**src/rtl/counter_tx_top2.sv**
```systemverilog
// rtl/counter_tx_top2.sv - cache event counters dumped big-endian over an 8N1 UART line
//
// counter_bank: N_EVT saturating-free (wrapping) event counters with a registered byte selector.
//   clk, rstn      clock, synchronous active-low reset
//   cnt_en         count enable (low once the dump has been requested)
//   evt            one level-sensitive event bit per counter
//   sel            byte index; counter sel/BPC, byte sel%BPC with byte 0 = MSB
//   data_o         registered copy of the selected byte
//
// counter_tx_top2: counts cache events until cpu_done, then transmits every counter byte once.
//   clk, rstn      clock, synchronous active-low reset
//   read_C_L1I .. miss_L2_L1   event inputs 0..7
//   cpu_done       level, freezes counters and starts the one-shot dump
//   tx_data        UART serial output, idle high

module counter_bank #(
    parameter int CNT_W = 32,
    parameter int N_EVT = 8,
    parameter int SEL_W = 5
) (
    input  logic             clk,
    input  logic             rstn,
    input  logic             cnt_en,
    input  logic [N_EVT-1:0] evt,
    input  logic [SEL_W-1:0] sel,
    output logic [7:0]       data_o
);
    localparam int BPC = CNT_W / 8;

    logic [CNT_W-1:0] cnt [N_EVT];
    logic [7:0]       sel_byte;

    always_comb begin
        sel_byte = 8'h00;
        for (int i = 0; i < N_EVT; i++) begin
            for (int b = 0; b < BPC; b++) begin
                if (int'(sel) == i * BPC + b) begin
                    sel_byte = cnt[i][(BPC - 1 - b) * 8 +: 8];
                end
            end
        end
    end

    always_ff @(posedge clk) begin
        if (!rstn) begin
            for (int i = 0; i < N_EVT; i++) begin
                cnt[i] <= '0;
            end
            data_o <= 8'h00;
        end else begin
            if (cnt_en) begin
                for (int i = 0; i < N_EVT; i++) begin
                    if (evt[i]) begin
                        cnt[i] <= cnt[i] + 1'b1;
                    end
                end
            end
            data_o <= sel_byte;
        end
    end
endmodule

module counter_tx_top2 #(
    parameter int CNT_W        = 32,
    parameter int CLKS_PER_BIT = 64,
    parameter int N_EVT        = 8
) (
    input  logic clk,
    input  logic rstn,
    input  logic read_C_L1I,
    input  logic miss_L1I_C,
    input  logic read_C_L1D,
    input  logic write_C_L1D,
    input  logic miss_L1D_C,
    input  logic read_L1_L2,
    input  logic write_L1_L2,
    input  logic miss_L2_L1,
    input  logic cpu_done,
    output logic tx_data
);
    localparam int NB     = N_EVT * CNT_W / 8;
    localparam int SEL_W  = $clog2(NB);
    localparam int K_W    = $clog2(NB + 1);
    localparam int CCNT_W = (CLKS_PER_BIT > 1) ? $clog2(CLKS_PER_BIT) : 1;

    typedef enum logic [2:0] {
        IDLE  = 3'd0,
        LOAD  = 3'd1,
        START = 3'd2,
        DATA  = 3'd3,
        STOP  = 3'd4,
        DONE  = 3'd5
    } state_t;

    state_t            state, state_n;
    logic [CCNT_W-1:0] clk_cnt, clk_cnt_n;
    logic [2:0]        bit_idx, bit_idx_n;
    logic [K_W-1:0]    k, k_n;
    logic [7:0]        shreg, shreg_n;
    logic              tx_n;
    logic              frozen;
    logic              bit_end;
    logic [7:0]        byte_data;
    logic [N_EVT-1:0]  evt;

    assign evt = {miss_L2_L1, write_L1_L2, read_L1_L2, miss_L1D_C,
                  write_C_L1D, read_C_L1D, miss_L1I_C, read_C_L1I};

    // Counting stops on the very edge cpu_done is first seen, and stays stopped
    // even if cpu_done later drops.
    counter_bank #(
        .CNT_W (CNT_W),
        .N_EVT (N_EVT),
        .SEL_W (SEL_W)
    ) u_counter (
        .clk    (clk),
        .rstn   (rstn),
        .cnt_en (!cpu_done && !frozen),
        .evt    (evt),
        .sel    (k[SEL_W-1:0]),
        .data_o (byte_data)
    );

    assign bit_end = (clk_cnt == CCNT_W'(CLKS_PER_BIT - 1));

    // k advances on entry to STOP so the registered byte selector has settled
    // long before the next LOAD samples it.
    always_comb begin
        state_n   = state;
        clk_cnt_n = clk_cnt;
        bit_idx_n = bit_idx;
        k_n       = k;
        shreg_n   = shreg;
        tx_n      = 1'b1;
        case (state)
            IDLE: begin
                if (cpu_done) begin
                    state_n = LOAD;
                end
            end
            LOAD: begin
                shreg_n   = byte_data;
                clk_cnt_n = '0;
                state_n   = START;
            end
            START: begin
                tx_n = 1'b0;
                if (bit_end) begin
                    clk_cnt_n = '0;
                    bit_idx_n = 3'd0;
                    state_n   = DATA;
                end else begin
                    clk_cnt_n = clk_cnt + 1'b1;
                end
            end
            DATA: begin
                tx_n = shreg[0];
                if (bit_end) begin
                    clk_cnt_n = '0;
                    shreg_n   = {1'b0, shreg[7:1]};
                    if (bit_idx == 3'd7) begin
                        k_n     = k + 1'b1;
                        state_n = STOP;
                    end else begin
                        bit_idx_n = bit_idx + 1'b1;
                    end
                end else begin
                    clk_cnt_n = clk_cnt + 1'b1;
                end
            end
            STOP: begin
                if (bit_end) begin
                    clk_cnt_n = '0;
                    state_n   = (k == K_W'(NB)) ? DONE : LOAD;
                end else begin
                    clk_cnt_n = clk_cnt + 1'b1;
                end
            end
            DONE: begin
                state_n = DONE;
            end
            default: begin
                state_n = IDLE;
            end
        endcase
    end

    // tx_data is registered off the current state, so the line trails the FSM
    // by one cycle; this places the first start bit two cycles after cpu_done.
    always_ff @(posedge clk) begin
        if (!rstn) begin
            state   <= IDLE;
            clk_cnt <= '0;
            bit_idx <= 3'd0;
            k       <= '0;
            shreg   <= 8'h00;
            frozen  <= 1'b0;
            tx_data <= 1'b1;
        end else begin
            state   <= state_n;
            clk_cnt <= clk_cnt_n;
            bit_idx <= bit_idx_n;
            k       <= k_n;
            shreg   <= shreg_n;
            frozen  <= frozen | cpu_done;
            tx_data <= tx_n;
        end
    end
endmodule

```
**config.mk**
```make
export PLATFORM = sky130hd
export DESIGN_NAME = counter_tx_top2
export DESIGN_NICKNAME = d
export VERILOG_FILES = /design/src/rtl/counter_tx_top2.sv
export SDC_FILE = /design/constraint.sdc
export NUM_CORES = 1
export LEC_CHECK = 0
export CAP_MARGIN = 30
export CORE_AREA = 5 5 189 191
export DETAILED_ROUTE_END_ITERATION = 6
export DIE_AREA = 0 0 194 196
export PLACE_DENSITY_LB_ADDON = 0.1
export SYNTH_ARGS = -nofsm -noshare
export SYNTH_HDL_FRONTEND = slang
export SYNTH_SLANG_ARGS = --single-unit
```
**constraint.sdc**
```tcl
create_clock -name clk -period 3.25 [get_ports clk]
set_input_delay 0.4875 -clock clk [delete_from_list [all_inputs] [get_ports clk]]
set_output_delay 0.4875 -clock clk [all_outputs]
set_load 0.01 [all_outputs]
```
# After elaboration in Yosys (flattened, before gate mapping)
# Memories as Yosys holds them, arrays and structs flattened.
# Cells that the tools add are included.
classes:
  n_addsub: 11
  mul: 0
  div_mod_pow: 0
  order_cmp: 0
  eq_ne: 45
  n_shift: 0
  n_mux: 89
  n_bitwise: 9
  n_reduce_logical: 13
ops:
  columns: ["cell", "count"]
  rows:
  - ["2-to-1 mux 8 bit", 33]
  - ["adder 32 x 1 -> 32 bit (second input constant)", 8]
  - ["2-to-1 mux 32 bit", 8]
  - ["== test 5 bit (second input constant)", 16]
  - ["== test 5 x 4 -> 1 bit (second input constant)", 8]
  - ["2-to-1 mux 1 bit", 33]
  - ["2-to-1 mux 3 bit", 9]
  - ["== test 5 x 3 -> 1 bit (second input constant)", 4]
  - ["case mux 3 bit (6 select lines)", 1]
  - ["case mux 8 bit (2 select lines)", 1]
  - ["adder 6 x 1 -> 6 bit (second input constant)", 2]
  - ["== test 6 bit (second input constant)", 2]
  - ["!= test 2 bit (second input constant)", 6]
  - ["case mux 6 bit (2 select lines)", 1]
  - ["== test 5 x 2 -> 1 bit (second input constant)", 2]
  - ["== test 3 bit (second input constant)", 3]
  - ["OR 1 bit", 9]
  - ["== test 3 x 2 -> 1 bit (second input constant)", 2]
  - ["2-to-1 mux 6 bit", 1]
  - ["case mux 3 bit (2 select lines)", 1]
  - ["nonzero test 2 bit", 3]
  - ["== test 5 x 1 -> 1 bit (second input constant)", 1]
  - ["logical NOT 5 bit", 1]
  - ["AND reduction 5 bit", 1]
  - ["other kinds (10)", 11]
totals:
  regBits: 36
  latch_bits: 0
  ramBits: 256
  romBits: 0
  input_bits: 11
  output_inout_bits: 1
  elab_cells: 176
  mem_count: 1
mem_list:
  columns: ["memory", "words", "word_bits", "rd", "rd_clocked_by_memory_dff", "write_ports", "line_no", "rtl"]
  rows:
  - ["u_counter.cnt", 8, 32, 8, 0, 8, "30", "logic [CNT_W-1:0] cnt [N_EVT];"]

# Logic depth before layout (Yosys ltp)
depth:
  ltp_word: 33
  depth_mapped: 13
  depth_no_buf: 11

# By module
# Synthesis repeated with hierarchy kept, for this count alone.
hier_totals:
  hier_cells: 1971
  area_unflattened_um2: 18544.0
by_module_without_submodules:
  columns: ["module", "instances", "cells_per_inst", "area_each_um2", "seq_area_each_um2"]
  rows:
  - ["counter_bank", 1, 1778, 16977.5, 7847.5]
  - ["counter_tx_top2", 1, 193, 1566.5, 560.5]

# Worst setup path before layout
# No wires, ideal clock.
synth_path:
  path_type: "reg-to-reg"
  start: "reg k[0]"
  end: "reg u_counter.data_o[2]"
  setup_time_ns: 0.087
  t_arrival_ns: 2.364
  required_time_ns: 3.163
  slack_ns: 0.799
  stages_incl_launch_ff: 13
  path_buffers: 2
  period_less_slack_ns: 2.451
  path_cell_list: "dfxtp_1 ha_1 buf_2 clkinv_1 nor3_1 ha_1 clkbuf_1 nor3_1 nor4_1 o21ai_0 a21oi_1 a21oi_1 o31ai_1"
synth_between:
  elab_chain_cells: 33
  elab_cells_between_ends: 64
  classes_between: "eq/ne (31); mux (32); reduce/logical (1)"
synth_rtl:
  columns: ["item", "line_no", "rtl"]
  rows:
  - ["from (decl)", "98", "logic [K_W-1:0] k, k_n;"]
  - ["from (signal assigned)", "203", "k <= k_n;"]
  - ["logical NOT 5 bit", "37", "if (int'(sel) == i * BPC + b) begin"]
  - ["2-to-1 mux 8 bit (31 in a row)", "37", null]
  - ["2-to-1 mux 8 bit (*)", "37", null]
  - ["to (signal assigned)", "58", "data_o <= sel_byte;"]
  - ["to (decl)", "26", "output logic [7:0] data_o"]
# Every way passes the cells marked *; elsewhere a longest branch is shown, timed or not.
# A chain may end at the register's enable or synchronous reset.

# Final worst setup path
layout_path:
  start: "reg k[3]"
  end: "reg u_counter.data_o[0]"
# The elaborated chain is that of the path after synthesis.

==> reports/metrics.csv <==
metric,value,unit
run_status,finished clean,
grt_pass1_vias,14700,
port_buffers,11,
ir_drop,0.428,mV
comb_power_share,0.059,
rsz0062_at_grt,false,
cts-buffers-inserted,35,
die_area,38000,sq um
std_cell_rows,68,
slew_headroom,0.476,
cts_tree,done,
yosysWarnings,0,
io_pins,12,
antenna_cells,0,
power_density,457,nW/um^2
min_period,3160,ps
synthArstFlopShare,0,
setup.worst_path.class,flip-flop to flip-flop,
p_switching,2.28,mW
setup_viol,0,
yosys-top-cells-area,"edfxtp_1 42%, nor2_1 6.8%, xor2_1 6.8%",
area_delta_synth_final,10.6,%
share_seq_of_total_power,0.510,
via_count,15700,
dieHeight,196,microns
synth.avg_cell_area,9.20,sq um
ant_nets,0,
finalWorstSetupSlack,88.3,ps
endpoint,u_counter.data_o[0],
fmax,316,MHz
required,3640,ps
final_common_cell,nor2_1,
drive_gt1_frac,0.0781,
drtPass1Iterations,5,
drcViolationCount,0,
synth_seq_cells,292,
final.period_utilization,0.973,
grt_usage,0.268,
grt_pass1_wl,82400,microns
cp-startpoint,k[3],
hold_depth,2,
fin_skew,10.6,ps
wl_per_cell,21.3,microns
endpoint_kind,flip-flop,
fin_cells,2478,
clockBufferDepth,3,
final_max_slew_viol_count,0,
crit_arrival,3550,ps
dp_hpwl,38000,microns
reg2reg_to,u_counter.data_o[0],
synthFlopType,edfxtp_1,
synthCells,1988,
p_total,9.24,mW
ys_seq_area_frac,0.460,
ff2ff_path_depth,9,
maxCapViolations,0,
static-leakage-power,6.74,nW
gp_congestion,0.967,
reg2reg_slack,90,ps
clockRootBuffer,clkbuf_16,
p_int,6.97,mW
swShare,0.246,
yosys.area.top_type,edfxtp_1,
p_clk_frac,0.431,
dp.cells,2417,
viasPerCell,6.32,
htree_levels,2,
grt.overflow.total,0,
wl,52900,microns
synth_cell_types,84,
rr_startpoint,k[3],
hp-class,flip-flop to flip-flop,
syn-num-nets,2016,
clkLatencyLatePin,540,ps
clkTransAtPathRegs,60,ps
final-hold-violation-count,0,
die_w,194,microns
syn-cell-area,18300,sq um
synth.top_cell.area_share,0.420,
core,33900,sq um
antenna_found_initial,0,
drt-initial-drc-count,1703,
start_util,0.539,
dp_slack,144,ps
startpoint_type,flip-flop,
synth_edf_count,256,
ctsHoldBuffers,0,
crit_fanout,30,
tns,0,ps
cts.sinks,292,
worst_slew_pin_slew,766,ps
grt_max_degree,55,
final_nets,2027,
final_cell_mix,"330 x nor2_1, 256 x edfxtp_1, 191 x nand2_1",
[Yosys cell counts, types with 6 or more instances]
| cell type | n |
|---|---|
| a2111oi_0 | 8 |
| a211oi_1 | 16 |
| a21oi_1 | 106 |
| a221o_1 | 7 |
| a221oi_1 | 11 |
| a22oi_1 | 13 |
| a311oi_1 | 10 |
| a31oi_1 | 7 |
| and2_1 | 11 |
| and3_1 | 45 |
| and4_1 | 25 |
| buf_1 | 8 |
| buf_2 | 22 |
| buf_4 | 7 |
| clkbuf_1 | 68 |
| dfxtp_1 | 36 |
| edfxtp_1 | 256 |
| ha_1 | 17 |
| inv_1 | 38 |
| nand2_1 | 191 |
| nand2b_1 | 11 |
| nand3_1 | 117 |
| nand4_1 | 63 |
| nand4b_1 | 6 |
| nand4bb_1 | 10 |
| nor2_1 | 330 |
| nor2b_1 | 16 |
| nor3_1 | 35 |
| nor4_1 | 10 |
| o2111ai_1 | 11 |
| o211ai_1 | 12 |
| o21ai_0 | 82 |
| o221ai_1 | 12 |
| o22ai_1 | 18 |
| or3_1 | 36 |
| xnor2_1 | 76 |
| xor2_1 | 141 |
[power groups by stage]
stage | clock network, mW | registers, mW | logic, mW
2_1_floorplan | 0 | 4.62 | 0.398
5_1_grt | 4.21 | 4.73 | 0.608
4_1_cts | 4.07 | 4.70 | 0.547
3_5_place_dp | 0 | 4.77 | 0.542
6_report | 3.99 | 4.71 | 0.546
3_3_place_gp | 0 | 4.77 | 0.529
[registers in the layout, indices dropped and copies added (netlist names)]
register	count
u_counter.cnt	256
shreg	8
u_counter.data_o	8
clk_cnt	6
k	6
bit_idx	3
state	3
frozen	1
tx_data	1
[logic make-up (layout without fill, tap and decap cells)]
group | count (synthesis) | in the layout | share of synthesized area
flip-flops | 292 | 292 | 0.460
AO/OA/AOI/OAI | 358 | 358 | 0.126
multiplexers | 3 | 3 | 0.00171
AND/OR/NAND/NOR | 955 | 955 | 0.263
buffers and inverters | 146 | 181 | 0.0333
XOR/XNOR | 217 | 217 | 0.104
adder cells (fa/ha/maj) | 17 | 17 | 0.0116
[layout make-up]
| type | instances | area, sq um |
|---|---|---|
| fill | 3012 | 13700 |
| multi-input combinational | 1550 | 9290 |
| sequential | 292 | 8410 |
| clock buffer | 45 | 997 |
| timing repair buffer | 80 | 641 |
| tap | 455 | 569 |
| clock inverter | 16 | 158 |
| inverter | 40 | 150 |
[critical path, cell delays in order (launching register included)]
cell	delay (ps)
dfxtp_2	500
buf_4	280
buf_4	360
nand4bb_1	310
or3_1	400
o2111ai_1	80
a31oi_1	80
a211o_1	360
a211oi_1	450
o31ai_1	190
[layer usage]
layer  share of wire  track usage  vias up
met1            0.46        0.403     7598
met5               0            0        -
met4           0.028       0.0872        0
met2            0.43        0.391      644
met3           0.086       0.0541       93
li1                -            -     7329
[worst min path at each step]
stage | slack (ps) | endpoint | startpoint
6_report | 470 | shreg[2] | u_counter.data_o[2]
3_5_place_dp | 470 | tx_data | shreg[0]
2_1_floorplan | 420 | shreg[7] | u_counter.data_o[7]
5_1_grt | 490 | shreg[2] | u_counter.data_o[2]
3_3_place_gp | 460 | shreg[7] | shreg[7]
4_1_cts | 470 | shreg[0] | u_counter.data_o[0]
[metrics by stage]
stage,utilization,cell area [sq um],hold WS [ps]
finish,0.596,20200,471
global route,0.596,20200,491
CTS,0.595,20200,472
detailed placement,0.561,19100,466
global placement,0.561,19100,457
floorplan,-,18300,422
[what timing repair did]
action                                 4_1_cts  5_1_grt
setup endpoints to repair                    0        2
setup buffers                                0        0
gates resized for setup                      0        1
endpoints found under the hold margin        0        0
(Power assumes the default switching activity.)
